**src/rtl/tdes_cbc_ctrl_if.sv**
```systemverilog
// Host and cipher-core handshake bundle for tdes_cbc_ctrl.
// The slave modport is the controller; the master modport is its environment.
interface tdes_cbc_ctrl_if;
    logic        mode_i;
    logic [0:63] iv_i;
    logic        iv_load_i;
    logic [0:63] data_i;
    logic        valid_i;
    logic        ready_o;
    logic [0:63] data_o;
    logic        valid_o;
    logic        core_mode_o;
    logic [0:63] core_data_o;
    logic        core_valid_o;
    logic        core_ready_i;
    logic [0:63] core_data_i;
    logic        core_valid_i;

    modport slave (
        input  mode_i, iv_i, iv_load_i, data_i, valid_i,
        input  core_ready_i, core_data_i, core_valid_i,
        output ready_o, data_o, valid_o,
        output core_mode_o, core_data_o, core_valid_o
    );

    modport master (
        output mode_i, iv_i, iv_load_i, data_i, valid_i,
        output core_ready_i, core_data_i, core_valid_i,
        input  ready_o, data_o, valid_o,
        input  core_mode_o, core_data_o, core_valid_o
    );
endinterface

```
**src/rtl/tdes_cbc_ctrl.sv**
```systemverilog
// CBC chaining controller wrapped around an external TDES block cipher core.
// Define CBC_DECRYPT_EN to add the decrypt path; otherwise every block is encrypted.
//
// state | meaning
// IDLE  | ready for iv load or a new block
// ISSUE | block presented to the core, waiting for core_ready_i
// WAIT  | waiting for the core result
// OUT   | result on data_o, valid_o pulse
module tdes_cbc_ctrl (
    input  logic            clk_i,
    input  logic            reset_i,
    tdes_cbc_ctrl_if.slave  bus
);
    typedef enum logic [1:0] {IDLE, ISSUE, WAIT, OUT} state_t;

    state_t      state_q, state_d;
    logic        ready_q;
    logic        accept, core_done;
    logic        mode_q;
    logic [0:63] chain_q, core_data_q, data_q;
    logic [0:63] iv_sel, core_in, result, chain_nxt;

    always_ff @(posedge clk_i or negedge reset_i) begin
        if (!reset_i) state_q <= IDLE;
        else          state_q <= state_d;
    end

    always_comb begin
        state_d   = state_q;
        accept    = 1'b0;
        core_done = 1'b0;
        case (state_q)
            IDLE: begin
                if (bus.valid_i && ready_q) begin
                    accept  = 1'b1;
                    state_d = ISSUE;
                end
            end
            ISSUE: if (bus.core_ready_i) state_d = WAIT;
            WAIT: begin
                if (bus.core_valid_i) begin
                    core_done = 1'b1;
                    state_d   = OUT;
                end
            end
            OUT:     state_d = IDLE;
            default: state_d = IDLE;
        endcase
    end

    // A coincident iv load must already apply to the block being accepted.
    assign iv_sel = bus.iv_load_i ? bus.iv_i : chain_q;

`ifdef CBC_DECRYPT_EN
    logic [0:63] capt_q;

    always_ff @(posedge clk_i or negedge reset_i) begin
        if (!reset_i) begin
            mode_q <= 1'b0;
            capt_q <= '0;
        end else if (accept) begin
            mode_q <= bus.mode_i;
            capt_q <= bus.data_i;
        end
    end

    always_comb begin
        core_in   = bus.mode_i ? bus.data_i : (bus.data_i ^ iv_sel);
        result    = mode_q ? (bus.core_data_i ^ chain_q) : bus.core_data_i;
        chain_nxt = mode_q ? capt_q : bus.core_data_i;
    end
`else
    assign mode_q    = 1'b0;
    assign core_in   = bus.data_i ^ iv_sel;
    assign result    = bus.core_data_i;
    assign chain_nxt = bus.core_data_i;
`endif

    always_ff @(posedge clk_i or negedge reset_i) begin
        if (!reset_i) begin
            ready_q     <= 1'b0;
            chain_q     <= '0;
            core_data_q <= '0;
            data_q      <= '0;
        end else begin
            ready_q <= (state_d == IDLE);
            if (state_q == IDLE && bus.iv_load_i) chain_q <= bus.iv_i;
            if (accept) core_data_q <= core_in;
            if (core_done) begin
                data_q  <= result;
                chain_q <= chain_nxt;
            end
        end
    end

    assign bus.ready_o      = ready_q;
    assign bus.valid_o      = (state_q == OUT);
    assign bus.data_o       = data_q;
    assign bus.core_valid_o = (state_q == ISSUE);
    assign bus.core_data_o  = core_data_q;
    assign bus.core_mode_o  = mode_q;
endmodule

```
**src/flat_wrapper.sv**
```systemverilog
// flat-port wrapper written by rule: the top's interface ports become plain ports
module tdes_cbc_ctrl_flat 
  (clk_i, reset_i, bus_mode_i, bus_iv_i, bus_iv_load_i, bus_data_i, bus_valid_i, bus_core_ready_i, bus_core_data_i, bus_core_valid_i, bus_ready_o, bus_data_o, bus_valid_o, bus_core_mode_o, bus_core_data_o, bus_core_valid_o);
  tdes_cbc_ctrl_if bus_i ();
  input  logic clk_i;
  input  logic reset_i;
  input wire logic [$bits(bus_i.mode_i)-1:0] bus_mode_i;
  input wire logic [$bits(bus_i.iv_i)-1:0] bus_iv_i;
  input wire logic [$bits(bus_i.iv_load_i)-1:0] bus_iv_load_i;
  input wire logic [$bits(bus_i.data_i)-1:0] bus_data_i;
  input wire logic [$bits(bus_i.valid_i)-1:0] bus_valid_i;
  input wire logic [$bits(bus_i.core_ready_i)-1:0] bus_core_ready_i;
  input wire logic [$bits(bus_i.core_data_i)-1:0] bus_core_data_i;
  input wire logic [$bits(bus_i.core_valid_i)-1:0] bus_core_valid_i;
  output wire logic [$bits(bus_i.ready_o)-1:0] bus_ready_o;
  output wire logic [$bits(bus_i.data_o)-1:0] bus_data_o;
  output wire logic [$bits(bus_i.valid_o)-1:0] bus_valid_o;
  output wire logic [$bits(bus_i.core_mode_o)-1:0] bus_core_mode_o;
  output wire logic [$bits(bus_i.core_data_o)-1:0] bus_core_data_o;
  output wire logic [$bits(bus_i.core_valid_o)-1:0] bus_core_valid_o;
  assign bus_i.mode_i = bus_mode_i;
  assign bus_i.iv_i = bus_iv_i;
  assign bus_i.iv_load_i = bus_iv_load_i;
  assign bus_i.data_i = bus_data_i;
  assign bus_i.valid_i = bus_valid_i;
  assign bus_i.core_ready_i = bus_core_ready_i;
  assign bus_i.core_data_i = bus_core_data_i;
  assign bus_i.core_valid_i = bus_core_valid_i;
  assign bus_ready_o = bus_i.ready_o;
  assign bus_data_o = bus_i.data_o;
  assign bus_valid_o = bus_i.valid_o;
  assign bus_core_mode_o = bus_i.core_mode_o;
  assign bus_core_data_o = bus_i.core_data_o;
  assign bus_core_valid_o = bus_i.core_valid_o;
  tdes_cbc_ctrl u_core (.clk_i(clk_i), .reset_i(reset_i), .bus(bus_i));
endmodule
```
**config.mk**
```make
export PLATFORM = sky130hd
export DESIGN_NAME = tdes_cbc_ctrl_flat
export DESIGN_NICKNAME = d
export VERILOG_FILES = /design/src/rtl/tdes_cbc_ctrl_if.sv /design/src/rtl/tdes_cbc_ctrl.sv /design/src/flat_wrapper.sv
export SDC_FILE = /design/constraint.sdc
export NUM_CORES = 1
export LEC_CHECK = 0
export ABC_AREA = 1
export BUFFER_PORTS_ARGS = -buffer_cell sky130_fd_sc_hd__buf_4
export CAP_MARGIN = 25
export CORE_ASPECT_RATIO = 2
export CORE_MARGIN = 1
export CORE_UTILIZATION = 50
export DETAILED_ROUTE_END_ITERATION = 8
export HOLD_SLACK_MARGIN = 0.15
export PLACE_DENSITY = 0.88
export SYNTH_ARGS = -nofsm -noshare
export SYNTH_HDL_FRONTEND = slang
export SYNTH_SLANG_ARGS = --single-unit
```
**constraint.sdc**
```tcl
create_clock -name clk_i -period 1.6 [get_ports clk_i]
set_clock_uncertainty 0.2 [all_clocks]
set_input_delay 0.4 -clock clk_i [delete_from_list [all_inputs] [get_ports clk_i]]
set_output_delay 0.4 -clock clk_i [all_outputs]
set_load 0.01 [all_outputs]
```
==> qor.csv, run 1 <==
stage,metric,value,unit
cts,CTS buffer count,17,
synth,Post-Synthesis Cells,1381,
outcome,Halt Stage,global routing,
timing,Worst EP post-GRT repair,bus_core_valid_o,
synth,synth unique cells,15,
placed_design,post-DP HPWL,22.9,mm
floorplan,Cell Rows,72,
synth,mapped cell area,9820,sq um
global_routing,gr usage total,66.7,%
cts,root buf cell,clkbuf_16,
synth,synthesized flop and latch total,195,
floorplan,DIE HEIGHT,200,um
global_routing,total grt overflow,43,
synth,Avg Inst Size Synth,7.11,sq um
cts,H-Tree Depth,4,
placed_design,GP Congestion,0.892,
cts,Clock Sinks,195,
timing,worst ep type,top-level output,
synth,yosys warns,0,
synth,sequential share of the synthesized area,49.7,%
floorplan,Initial Util,51.0,%
global_routing,largest net degree at the start of global routing,62,
cts,Max Root-Sink Buffers,2,
floorplan,IO Pins,331,
floorplan,DIE WIDTH,101,um
synth,syn_nets,1580,
outcome,Run Error,[ERROR GRT-0232] Routing congestion too high. Check the congestion heatmap in the GUI.,
placed_design,I/O Buffers,328,
outcome,status,did not finish,
Yosys cell counts:
library cell	n	area share [%]
inv_1	66	2.5
conb_1	1	0.038
a21oi_1	1	0.051
nand2_1	839	32
clkbuf_1	8	0.31
dfrtp_1	195	50
buf_6	7	0.80
nand3_1	130	6.6
nand3_2	1	0.10
nor2_1	3	0.11
nor2_4	1	0.11
nand4_1	64	4.1
buf_2	51	2.6
inv_2	4	0.15
buf_4	10	0.76
metrics by stage:
| step | instances | instance area [sq um] | util (%) | TNS [ps] | setup WS, ps |
|---|---|---|---|---|---|
| after global placement | 1928 | 12700 | 66.1 | -313 | -21.8 |
| after CTS | 2168 | 15500 | 80.2 | -688 | -206 |
| after floorplan | 1381 | 9820 | - | 0 | 150 |
| after detailed placement | 1928 | 12700 | 66.1 | -652 | -44.1 |
layer usage:
metal,track usage [%],GRT overflow
met5,6.92,1
met4,62.3,16
met3,46.1,0
met2,85.4,26
met1,69.9,0
logic make-up after synthesis:
kind of cell,share of synthesized area [%]
AOI/OAI and AO/OA,0.0509
buffers and inverters,7.15
other,0.0382
and+or+nand+nor,43.1
DFF,49.7
timing repair:
action                                 CTS
gates cloned                             1
buffers inserted                        11
hold buffers                           196
pin swaps                                1
resized for setup                       33
setup endpoints to repair               75
endpoints found under the hold margin  389
==> run 2, diff against run 1 <==
CORE_ASPECT_RATIO = default   (was 2)
CORE_UTILIZATION = 35   (was 50)
HOLD_SLACK_MARGIN = default   (was 0.15)
PLACE_DENSITY = default   (was 0.88)
PLACE_DENSITY_LB_ADDON = 0.15   (was default)
==> run 2 against run 1 <==
The flow now finishes, with violations (negative setup slack). Area after synthesis stayed put. Synthesized cell count unchanged.
==> qor.csv, run 2 <==
stage,metric,value,unit,change
global_routing,total grt overflow,0,,
finish,area grow syn2layout,62.7,%,
hold_path,worst hold path class,in2reg,,
synth,most common cell in the synthesized netlist,nand2_1,,
cts,Max Root-Sink Buffers,2,,unchanged
cts,H-Tree Depth,4,,unchanged
synth,share of the synthesized area in the top cell type,49.7,%,unchanged
setup_path,Required @ worst endpoint,1000,ps,
setup_path,CP endpoint kind,primary output,,
finish,final core occ,58.7,%,
placed_design,I/O Buffers,328,,unchanged
setup_path,reg2reg setup slack,-170,ps,
detailed_routing,vias per inst,4.91,,
floorplan,DIE WIDTH,170,um,+68%
finish,post-route insts no fill,2184,,
synth,Avg Inst Size Synth,7.11,sq um,unchanged
detailed_routing,Post-Route WL,39.7,mm,
timing,minimum clock period,1790,ps,
detailed_routing,per-cell routed wire length,18.2,um,
finish,Nets,1998,,
synth,sequential share of the synthesized area,49.7,%,unchanged
synth,yosys warns,0,,unchanged
global_routing,met1 Use GR,30.8,%,
cts,"Clk pin slew, worst setup/hold paths",90,ps,
detailed_routing,Vias,10723,,
cts,Clock Sinks,195,,unchanged
global_routing,GR Util met3,4.94,%,
floorplan,Die Area,28700,sq um,
cts,root buf cell,clkbuf_16,,
global_routing,antenna violations before repair,0,,
timing,setup ws final,-192,ps,
cts,CTS tree,done,,
timing,Final Hold Violating Endpoints,0,,
placed_design,"worst slack, placed",-12.4,ps,+31.8 ps
floorplan,Initial Util,36.0,%,-15 points
global_routing,vias in the first global route,9766,,
floorplan,core footprint,27300,sq um,
cts,clock latency on the worst-skew pair,440,ps,
global_routing,first-pass GRT wire length,52.8,mm,
synth,mapped cell area,9820,sq um,unchanged
placed_design,GP Congestion,0.816,,-8.5%
hold_path,hold endpoint,u_core.bus.core_data_o[53]$_DFFE_PN0P_,,
setup_path,crit start category,register,,
power_and_ir_drop,VDD IR max,0.000858,V,
detailed_routing,DRC,0,,
placed_design,Placement Cell Area,12900,sq um,+1.5%
power_and_ir_drop,Power Dens Cells,1850,nW/um^2,
global_routing,gr usage total,23.9,%,
floorplan,IO Pins,331,,unchanged
placed_design,post-DP HPWL,22.7,mm,-0.97%
setup_path,"Max FO, Critical Path",2,,
hold_path,Hold Path Depth,4,,
power_and_ir_drop,P_leak,9.05,nW,
synth,Synth async-reset ratio,100,%,unchanged
finish,layout cells sized above 1,36.4,%,
setup_path,type of the worst setup path,reg2out,,
timing,Final setup viols,130,,
finish,Fillers,2533,,
detailed_routing,drt pass-1 iters,5,,
detailed_routing,Antenna Violating Nets Remaining,0,,
synth,largest area contributor in the netlist,dfrtp_1,,
synth,synthesized flop and latch total,195,,unchanged
synth,syn_nets,1580,,unchanged
finish,most frequent cells in the layout,"nand2_1, buf_4, dfrtp_1",,
synth,Post-Synthesis Cells,1381,,unchanged
placed_design,dpl cells,2047,,+6.2%
detailed_routing,Iteration-0 DRC Markers,810,,
global_routing,largest net degree at the start of global routing,53,,
setup_path,Register-to-Register Path Depth,9,,
floorplan,Cell Rows,60,,-17%
timing,setup TNS,-12560,ps,
setup_path,RR Endpoint,u_core.bus.core_data_o[5]$_DFFE_PN0P_,,
finish,"commonest non-fill, non-tap cell in the layout",nand2_1,,
global_routing,GR Util met2,39.6,%,
floorplan,DIE HEIGHT,170,um,-15%
synth,synth unique cells,15,,unchanged
timing,RSZ-0062 raised after global routing,true,,
setup_path,critical path arrival,1190,ps,
setup_path,reg2reg start,u_core.state_q[0]$_DFF_PN0_,,
run,Max Cap Viol,0,,
timing,Tcrit/Tclk final,112,%,
finish,final instance area,16000,sq um,
outcome,failing checks,negative setup slack,,
outcome,status,"complete, but fails checks",,
timing,FMAX,0.558,GHz,
timing,Slew Limit Fails,0,,
synth,Main synth FF type,dfrtp_1,,
finish,Ant. Diodes,0,,
global_routing,busiest layer in global routing,met2,,
synth,top post-synthesis cells by count,"nand2_1, dfrtp_1, nand3_1, inv_1, nand4_1",,
synth,number of flops mapped to enable cells by yosys,0,,unchanged
hold_path,launch point of the worst hold path,bus_data_i[10],,
cts,CTS buffer count,17,,unchanged
synth,Synth area leaders,"dfrtp_1, nand2_1, nand3_1",,
run 2: power breakdown:
part | internal (mW) | total, mW | switching, mW | leakage [nW]
registers | 7.28 | 9.08 | 1.79 | 2.43
logic | 8.35 | 16.3 | 7.90 | 6.34
clock network | 2.07 | 4.30 | 2.22 | 0.283
run 2: repair_timing:
item	in CTS	in global routing
setup buffers	15	54
hold buffers	1	0
setup endpoints to repair	49	257
pin swaps	6	75
resized for setup	46	292
endpoints found under the hold margin	195	0
cloned	4	34
run 2: area by class of cell:
cell class	count	area, sq um	share of cell area [%]
inverter	70	278	1.74
timing repair buffer	474	4910	30.7
tap	372	465	2.91
clock inverter	15	145	0.908
clock buffer	17	425	2.66
timing repair inverter	1	20.0	0.125
sequential	195	4880	30.5
multi-input combinational	1040	4860	30.4
run 2: critical path, stage by stage (launching register included):
cell	delay, ps
dfrtp_1	380
inv_2	50
buf_6	110
nor2_4	100
buf_6	110
run 2: worst max-delay path by stage:
stage                                     start  slack [ps]  cells after the start                             to
floorplan           u_core.state_q[1]$_DFF_PN0_         150                      3               bus_core_valid_o
global placement    u_core.state_q[1]$_DFF_PN0_         -30                      5  u_core.chain_q[4]$_DFFE_PN0P_
detailed placement  u_core.state_q[1]$_DFF_PN0_         -10                      5  u_core.chain_q[4]$_DFFE_PN0P_
CTS                 u_core.state_q[0]$_DFF_PN0_        -240                      4               bus_core_valid_o
global route        u_core.state_q[0]$_DFF_PN0_        -270                      4               bus_core_valid_o
finish              u_core.state_q[0]$_DFF_PN0_        -190                      4               bus_core_valid_o
run 2: cells by family after synthesis:
| kind of cell | share of synthesized area (%) |
|---|---|
| simple gates | 43.1 |
| buf+inv | 7.15 |
| flops | 49.7 |
| other cells | 0.0382 |
| compound gates | 0.0509 |
run 2: metal layers:
metal | share of wire [%] | wire length [um]
met5 | 0 | 0
met4 | 2.3 | 906
met3 | 6.7 | 2640
met2 | 48 | 19100
met1 | 43 | 17000
run 2: per-stage QoR:
step	total power [mW]	hold WS, ps
detailed placement	19.3	78.5
global placement	19.1	79.9
floorplan	14.2	-95.6
finish	29.6	17.8
CTS	24.8	0.865
global route	31.4	11.1
Power figures use the tool's default switching activity.
==> run 3, diff against run 2 <==
RECOVER_POWER = 50   (was default)
==> run 3 against run 2 <==
The run still ends with negative setup slack left. Count of clock-buffer cells in the layout stayed put. Global-route usage stayed put. Sequential power hardly changed. Routed wire length hardly changed. Non-clock buffer count stayed put. Final cell count stayed put. Combinational power hardly changed. Register-to-register slack hardly changed.
==> qor.csv, run 3 (synthesis results as in run 2) <==
stage,metric,value,unit,change
placed_design,I/O Buffers,328,,unchanged
timing,setup ws final,-193,ps,-1.34 ps
setup_path,CP startpoint,u_core.state_q[0]$_DFF_PN0_,,
cts,CTS tree,done,,
detailed_routing,per-cell routed wire length,18.2,um,about the same
finish,"commonest non-fill, non-tap cell in the layout",nand2_1,,
timing,Final Hold Violating Endpoints,0,,unchanged
floorplan,DIE HEIGHT,170,um,unchanged
finish,final core occ,58.5,%,-0.13 points
power_and_ir_drop,P_leak,9.04,nW,-0.13%
setup_path,critical path arrival,1190,ps,about the same
placed_design,GP Congestion,0.816,,unchanged
timing,RSZ-0062 raised after global routing,true,,
setup_path,Register-to-Register Path Depth,9,,unchanged
global_routing,vias in the first global route,9766,,unchanged
finish,area grow syn2layout,62.4,%,
timing,setup TNS,-12520,ps,+41.6 ps
setup_path,CP max stage cell,dfrtp_1,,
floorplan,core footprint,27300,sq um,unchanged
setup_path,CP endpoint kind,primary output,,
floorplan,Initial Util,36.0,%,unchanged
detailed_routing,Post-Route WL,39.7,mm,about the same
global_routing,total grt overflow,0,,unchanged
finish,Nets,1998,,unchanged
outcome,status,"complete, but fails checks",,
cts,CTS buffer count,17,,unchanged
setup_path,RR Endpoint,u_core.bus.core_data_o[5]$_DFFE_PN0P_,,
timing,Slew Limit Fails,0,,unchanged
timing,Slew @ Worst Pin,533,ps,
placed_design,dpl cells,2047,,unchanged
power_and_ir_drop,VDD IR max,0.000855,V,-0.33%
setup_path,crit-path cells,"inv_2, buf_6, nor2_4, buf_6",,
finish,Ant. Diodes,0,,unchanged
setup_path,Worst path max stage delay,380,ps,about the same
setup_path,Required @ worst endpoint,1000,ps,about the same
detailed_routing,DRC,0,,unchanged
placed_design,"worst slack, placed",-12.4,ps,unchanged
setup_path,crit start category,register,,
outcome,failing checks,negative setup slack,,
cts,clock latency on the worst-skew pair,440,ps,about the same
finish,most frequent cells in the layout,"nand2_1, buf_4, dfrtp_1",,
timing,FMAX,0.558,GHz,about the same
hold_path,launch point of the worst hold path,bus_data_i[12],,
finish,Fillers,2534,,+0.039%
detailed_routing,Iteration-0 DRC Markers,791,,-2.3%
detailed_routing,drt pass-1 iters,5,,unchanged
finish,post-route insts no fill,2184,,unchanged
hold_path,worst hold path class,in2reg,,
cts,Clock Sinks,195,,unchanged
cts,Max Root-Sink Buffers,2,,unchanged
global_routing,gr usage total,23.9,%,unchanged
placed_design,post-DP HPWL,22.7,mm,unchanged
cts,root buf cell,clkbuf_16,,
floorplan,IO Pins,331,,unchanged
setup_path,"most used cell, CP",buf_6,,
timing,Final setup viols,129,,-0.77%
global_routing,antenna violations before repair,0,,unchanged
floorplan,Cell Rows,60,,unchanged
global_routing,largest net degree at the start of global routing,53,,unchanged
detailed_routing,Antenna Violating Nets Remaining,0,,unchanged
finish,layout cells sized above 1,36.4,%,unchanged
detailed_routing,vias per inst,4.91,,about the same
run,Max Cap Viol,0,,unchanged
setup_path,reg2reg start,u_core.state_q[0]$_DFF_PN0_,,
global_routing,first-pass GRT wire length,52.8,mm,unchanged
timing,Rel. slew slack,64.4,%,
setup_path,reg2reg setup slack,-170,ps,about the same
power_and_ir_drop,Power Dens Cells,1860,nW/um^2,+0.17%
floorplan,Die Area,28700,sq um,unchanged
cts,H-Tree Depth,4,,unchanged
floorplan,DIE WIDTH,170,um,unchanged
setup_path,Setup crit end,bus_core_valid_o,,
timing,minimum clock period,1790,ps,+1.34 ps
setup_path,"Max FO, Critical Path",2,,unchanged
timing,Tcrit/Tclk final,112,%,about the same
detailed_routing,Vias,10719,,-0.037%
cts,"Clk pin slew, worst setup/hold paths",90,ps,about the same
setup_path,type of the worst setup path,reg2out,,
-- run 3: cell types whose count changed in the layout (fill, tap and decap cells not counted) --
| cell | before | now |
|---|---|---|
| clkbuf_2 | 0 | 4 |
| buf_4 | 299 | 296 |
| buf_12 | 27 | 25 |
| clkbuf_4 | 0 | 1 |
-- run 3: critical path: cells and delay by family, from the launching register on --
family                 cells  cell delay, ps
buffers and inverters      3             270
DFF                        1             380
and+or+nand+nor            1             100
-- run 3: what timing repair did --
item                                   4_1_cts  5_1_grt
pin swaps                                    6       75
hold buffers                                 1        0
setup buffers                               15       54
setup endpoints to repair                   49      257
resized for setup                           46      292
gates cloned                                 4       34
endpoints found under the hold margin      195        0
-- run 3: final cells by class --
type                       instances  area (sq um)  area share, %
timing repair buffer             474          4870           30.5
timing repair inverter             1          20.0          0.126
clock buffer                      17           425           2.67
clock inverter                    15           145          0.910
multi-input combinational       1040          4860           30.5
tap                              372           465           2.92
sequential                       195          4880           30.6
inverter                          70           278           1.74
-- run 3: worst min-delay path by stage --
stage / end / slack [ps] / cells after the start
2_1_floorplan: u_core.bus.core_data_o[0]$_DFFE_PN0P_ / -100 / 0
3_3_place_gp: u_core.bus.core_data_o[59]$_DFFE_PN0P_ / 80 / 1
3_5_place_dp: u_core.bus.core_data_o[59]$_DFFE_PN0P_ / 80 / 1
4_1_cts: u_core.bus.core_data_o[7]$_DFFE_PN0P_ / 0.9 / 4
5_1_grt: u_core.bus.core_data_o[27]$_DFFE_PN0P_ / 10 / 4
6_report: u_core.bus.core_data_o[51]$_DFFE_PN0P_ / 20 / 4
-- run 3: where the power goes --
group | switching (mW) | leakage (nW) | internal, mW | total (mW)
clock | 2.23 | 0.283 | 2.07 | 4.30
sequential | 1.79 | 2.43 | 7.28 | 9.07
combinational | 7.90 | 6.33 | 8.34 | 16.2
-- run 3: routing by layer --
| layer | up-vias | part of all wire (%) | wire, um | GRT usage [%] |
|---|---|---|---|---|
| met5 | - | 0 | 0 | 0 |
| met4 | 0 | 2.5 | 996 | 8.54 |
| met3 | 59 | 6.2 | 2480 | 4.94 |
| met2 | 405 | 48 | 19100 | 39.6 |
| met1 | 5088 | 43 | 17100 | 30.8 |
| li1 | 5167 | - | - | - |
-- run 3: through the flow --
| stage | hold WS, ps | total power, mW | area, sq um |
|---|---|---|---|
| floorplan | -95.6 | 14.2 | 9820 |
| global placement | 79.9 | 19.1 | 12900 |
| detailed placement | 78.5 | 19.3 | 12900 |
| CTS | 0.865 | 24.8 | 13900 |
| global route | 11.1 | 31.4 | 15900 |
| finish | 16.5 | 29.6 | 15900 |
==> run 4, diff against run 3 <==
ABC_AREA = 0   (was 1)
==> run 4 against run 3 <==
The flow still finishes with violations (negative setup slack). Utilization down 0.86 points. Global-route usage down 2.3 points. Count of clock-buffer cells in the layout up 2. Critical path depth up 2. Via count down 33%. Flip-flop and latch count unchanged. Worst hold slack better by 8.5 ps. Register-to-register slack worse by 40 ps. Clock power down 2%. Sequential power down 2%. Die area down 8.1%. Critical endpoint is now u_core.bus.core_data_o[38]$_DFFE_PN0P_.
==> qor.csv, run 4 <==
stage,metric,value,unit,change
synth,top post-synthesis cells by count,"dfrtp_1, o22a_1, mux2_2, mux2i_1, xnor2_1",,
setup_path,CP endpoint kind,register,,
synth,Synth async-reset ratio,100,%,unchanged
detailed_routing,vias per inst,5.02,,+2.2%
placed_design,I/O Buffers,328,,unchanged
setup_path,Worst path max stage delay,410,ps,+30 ps
setup_path,Required @ worst endpoint,1720,ps,+720 ps
run,Max Cap Viol,0,,unchanged
detailed_routing,highest routed layer,met4,,
floorplan,DIE WIDTH,163,um,-4.1%
timing,minimum clock period,1810,ps,+18.5 ps
timing,Slew Limit Fails,0,,unchanged
finish,final core occ,57.7,%,-0.86 points
cts,"Clk pin slew, worst setup/hold paths",70,ps,-20 ps
floorplan,core footprint,25300,sq um,-7.3%
floorplan,Cell Rows,58,,-3.3%
global_routing,total grt overflow,0,,unchanged
setup_path,critical path arrival,1930,ps,+740 ps
timing,Rel. slew slack,62.5,%,-1.9 points
synth,sequential share of the synthesized area,54.1,%,+4.4 points
synth,synth unique cells,25,,+10
setup_path,crit start category,register,,
cts,CTS buffer count,17,,unchanged
global_routing,vias in the first global route,7559,,-23%
global_routing,antenna violations before repair,0,,unchanged
synth,Post-Synthesis Cells,642,,-54%
power_and_ir_drop,VDD IR max,0.000917,V,+7.3%
cts,clock latency on the worst-skew pair,430,ps,about the same
finish,Nets,1282,,-36%
finish,most frequent cells in the layout,"buf_4, dfrtp_1, o22a_1",,
placed_design,post-DP HPWL,18.8,mm,-17%
placed_design,GP Congestion,0.744,,-8.9%
floorplan,Die Area,26400,sq um,-8.1%
power_and_ir_drop,P_leak,6.75,nW,-25%
setup_path,type of the worst setup path,reg2reg,,
floorplan,IO Pins,331,,unchanged
finish,area grow syn2layout,61.5,%,
cts,root buf cell,clkbuf_16,,
finish,Ant. Diodes,0,,unchanged
outcome,failing checks,negative setup slack,,
cts,CTS tree,done,,
timing,RSZ-0062 raised after global routing,true,,
synth,largest area contributor in the netlist,dfrtp_1,,
detailed_routing,Iteration-0 DRC Markers,296,,-63%
power_and_ir_drop,Power Dens Cells,1830,nW/um^2,-1.3%
synth,Avg Inst Size Synth,14.0,sq um,+98%
global_routing,first-pass GRT wire length,43.4,mm,-18%
timing,FMAX,0.552,GHz,-1.0%
synth,synthesized flop and latch total,195,,unchanged
timing,Hold Slack,25.0,ps,+8.54 ps
timing,Tcrit/Tclk final,113,%,+1.2 points
setup_path,"Max FO, Critical Path",4,,+2
floorplan,Initial Util,35.7,%,-0.33 points
setup_path,"most used cell, CP",buf_6,,
cts,Max Root-Sink Buffers,2,,unchanged
detailed_routing,DRC,0,,unchanged
timing,Final setup viols,195,,+51%
detailed_routing,Antenna Violating Nets Remaining,0,,unchanged
global_routing,gr usage total,21.6,%,-2.3 points
cts,H-Tree Depth,4,,unchanged
hold_path,worst hold path class,in2reg,,
detailed_routing,per-cell routed wire length,21.0,um,+16%
synth,syn_nets,841,,-47%
detailed_routing,met3 wire length,1.72,mm,-31%
timing,Final Hold Violating Endpoints,0,,unchanged
timing,Slew @ Worst Pin,562,ps,+28.6 ps
detailed_routing,Vias,7154,,-33%
detailed_routing,drt pass-1 iters,4,,-1
synth,most common cell in the synthesized netlist,dfrtp_1,,
synth,yosys warns,0,,unchanged
synth,Synth area leaders,"dfrtp_1, o22a_1, mux2_2",,
timing,setup ws final,-212,ps,-18.5 ps
cts,Clock Sinks,195,,unchanged
finish,"commonest non-fill, non-tap cell in the layout",buf_4,,
detailed_routing,Post-Route WL,30.0,mm,-24%
synth,mapped cell area,9020,sq um,-8.2%
floorplan,DIE HEIGHT,163,um,-4.1%
placed_design,"worst slack, placed",-220,ps,-207 ps
synth,number of flops mapped to enable cells by yosys,0,,unchanged
setup_path,CP max stage cell,dfrtp_2,,
finish,Fillers,2113,,-17%
detailed_routing,WL met2,15.4,mm,-20%
synth,Main synth FF type,dfrtp_1,,
outcome,status,"complete, but fails checks",,
setup_path,crit-path cells,"buf_4, nor3_4, buf_6, buf_6, clkbuf_16, mux2_2",,
global_routing,largest net degree at the start of global routing,34,,-36%
synth,share of the synthesized area in the top cell type,54.1,%,+4.4 points
detailed_routing,M1 wire length,12.4,mm,-27%
finish,layout cells sized above 1,52.6,%,+16 points
## run 4: cell count changes in the layout (fill, tap and decap cells not counted), sizes merged, moves of 64 or more
cell,previous run,this run
mux2i,0,64
nand2,839,3
mux2,0,128
inv,77,7
xnor2,0,64
nand3,131,0
o22a,0,128
nand4,64,0
## run 4: critical path, delay by kind of cell, from the launching register on
kind                   cells  cell delay [ps]
multiplexers               1              320
buffers and inverters      4              610
flip-flops                 1              410
AND/OR/NAND/NOR            1              150
## run 4: through the flow
step / std cells / power (mW) / area [sq um] / TNS [ps]
2_1_floorplan: 642 / 14.4 / 9050 / -1410
3_5_place_dp: 1291 / 19.4 / 12200 / -21180
4_1_cts: 1401 / 24.9 / 13800 / -27450
6_report: 1426 / 26.7 / 14600 / -29950
3_3_place_gp: 1291 / 19.2 / 12200 / -20690
5_1_grt: 1426 / 28.2 / 14600 / -39680
## run 4: per-layer routing
metal  vias to the layer above  global-route usage [%]
met5                         -                       0
met4                         0                    6.03
met3                        30                    4.86
met2                       212                    38.7
met1                      3633                    25.9
li1                       3279                       -
## run 4: logic make-up after synthesis
family / count (synthesis) / synth area share (%)
xor gates and xnor gates: 64 / 6.21
AOI/OAI and AO/OA: 131 / 12.7
and+or+nand+nor: 9 / 0.680
other: 1 / 0.0416
muxes: 192 / 23.1
buffers and inverters: 50 / 3.16
DFF: 195 / 54.1
## run 4: area by class of cell
class / count / area, sq um / area share [%]
multi-input combinational: 397 / 4130 / 28.3
inverter: 1 / 3.75 / 0.0258
clock inverter: 13 / 115 / 0.790
timing repair buffer: 471 / 4570 / 31.4
sequential: 195 / 4880 / 33.5
clock buffer: 19 / 453 / 3.11
tap: 330 / 413 / 2.84
## run 4: final timing paths
kind | from | end | slack, ps | cells past startpoint
setup / recovery | u_core.state_q[0]$_DFF_PN0_ | u_core.bus.core_data_o[38]$_DFFE_PN0P_ | -210 | 6
hold / removal | bus_core_data_i[52] | u_core.bus.data_o[11]$_DFFE_PN0P_ | 30 | 2
setup reg to reg | u_core.state_q[0]$_DFF_PN0_ | u_core.bus.core_data_o[38]$_DFFE_PN0P_ | -210 | 6
hold reg to reg | u_core.chain_q[1]$_DFFE_PN0P_ | u_core.chain_q[1]$_DFFE_PN0P_ | 300 | 1
max in group asynchronous | reset_i | u_core.chain_q[18]$_DFFE_PN0P_ | 130 | 3
min in group asynchronous | reset_i | u_core.bus.core_data_o[46]$_DFFE_PN0P_ | 320 | 2
## run 4: report_power, final
part | internal (mW) | switching [mW] | leakage, nW
Sequential | 7.46 | 1.47 | 2.26
Clock | 2.13 | 2.10 | 0.276
Combinational | 8.39 | 5.14 | 4.22
Total | 18.0 | 8.71 | 6.75
## run 4: timing repair
item                                    CTS  global route
hold endpoints to repair                 91             0
hold buffers                             59             0
pin swaps                                 0            16
gates cloned                              7            15
endpoints found under the setup margin  207           254
setup buffers                            12            12
resized for setup                        30           110
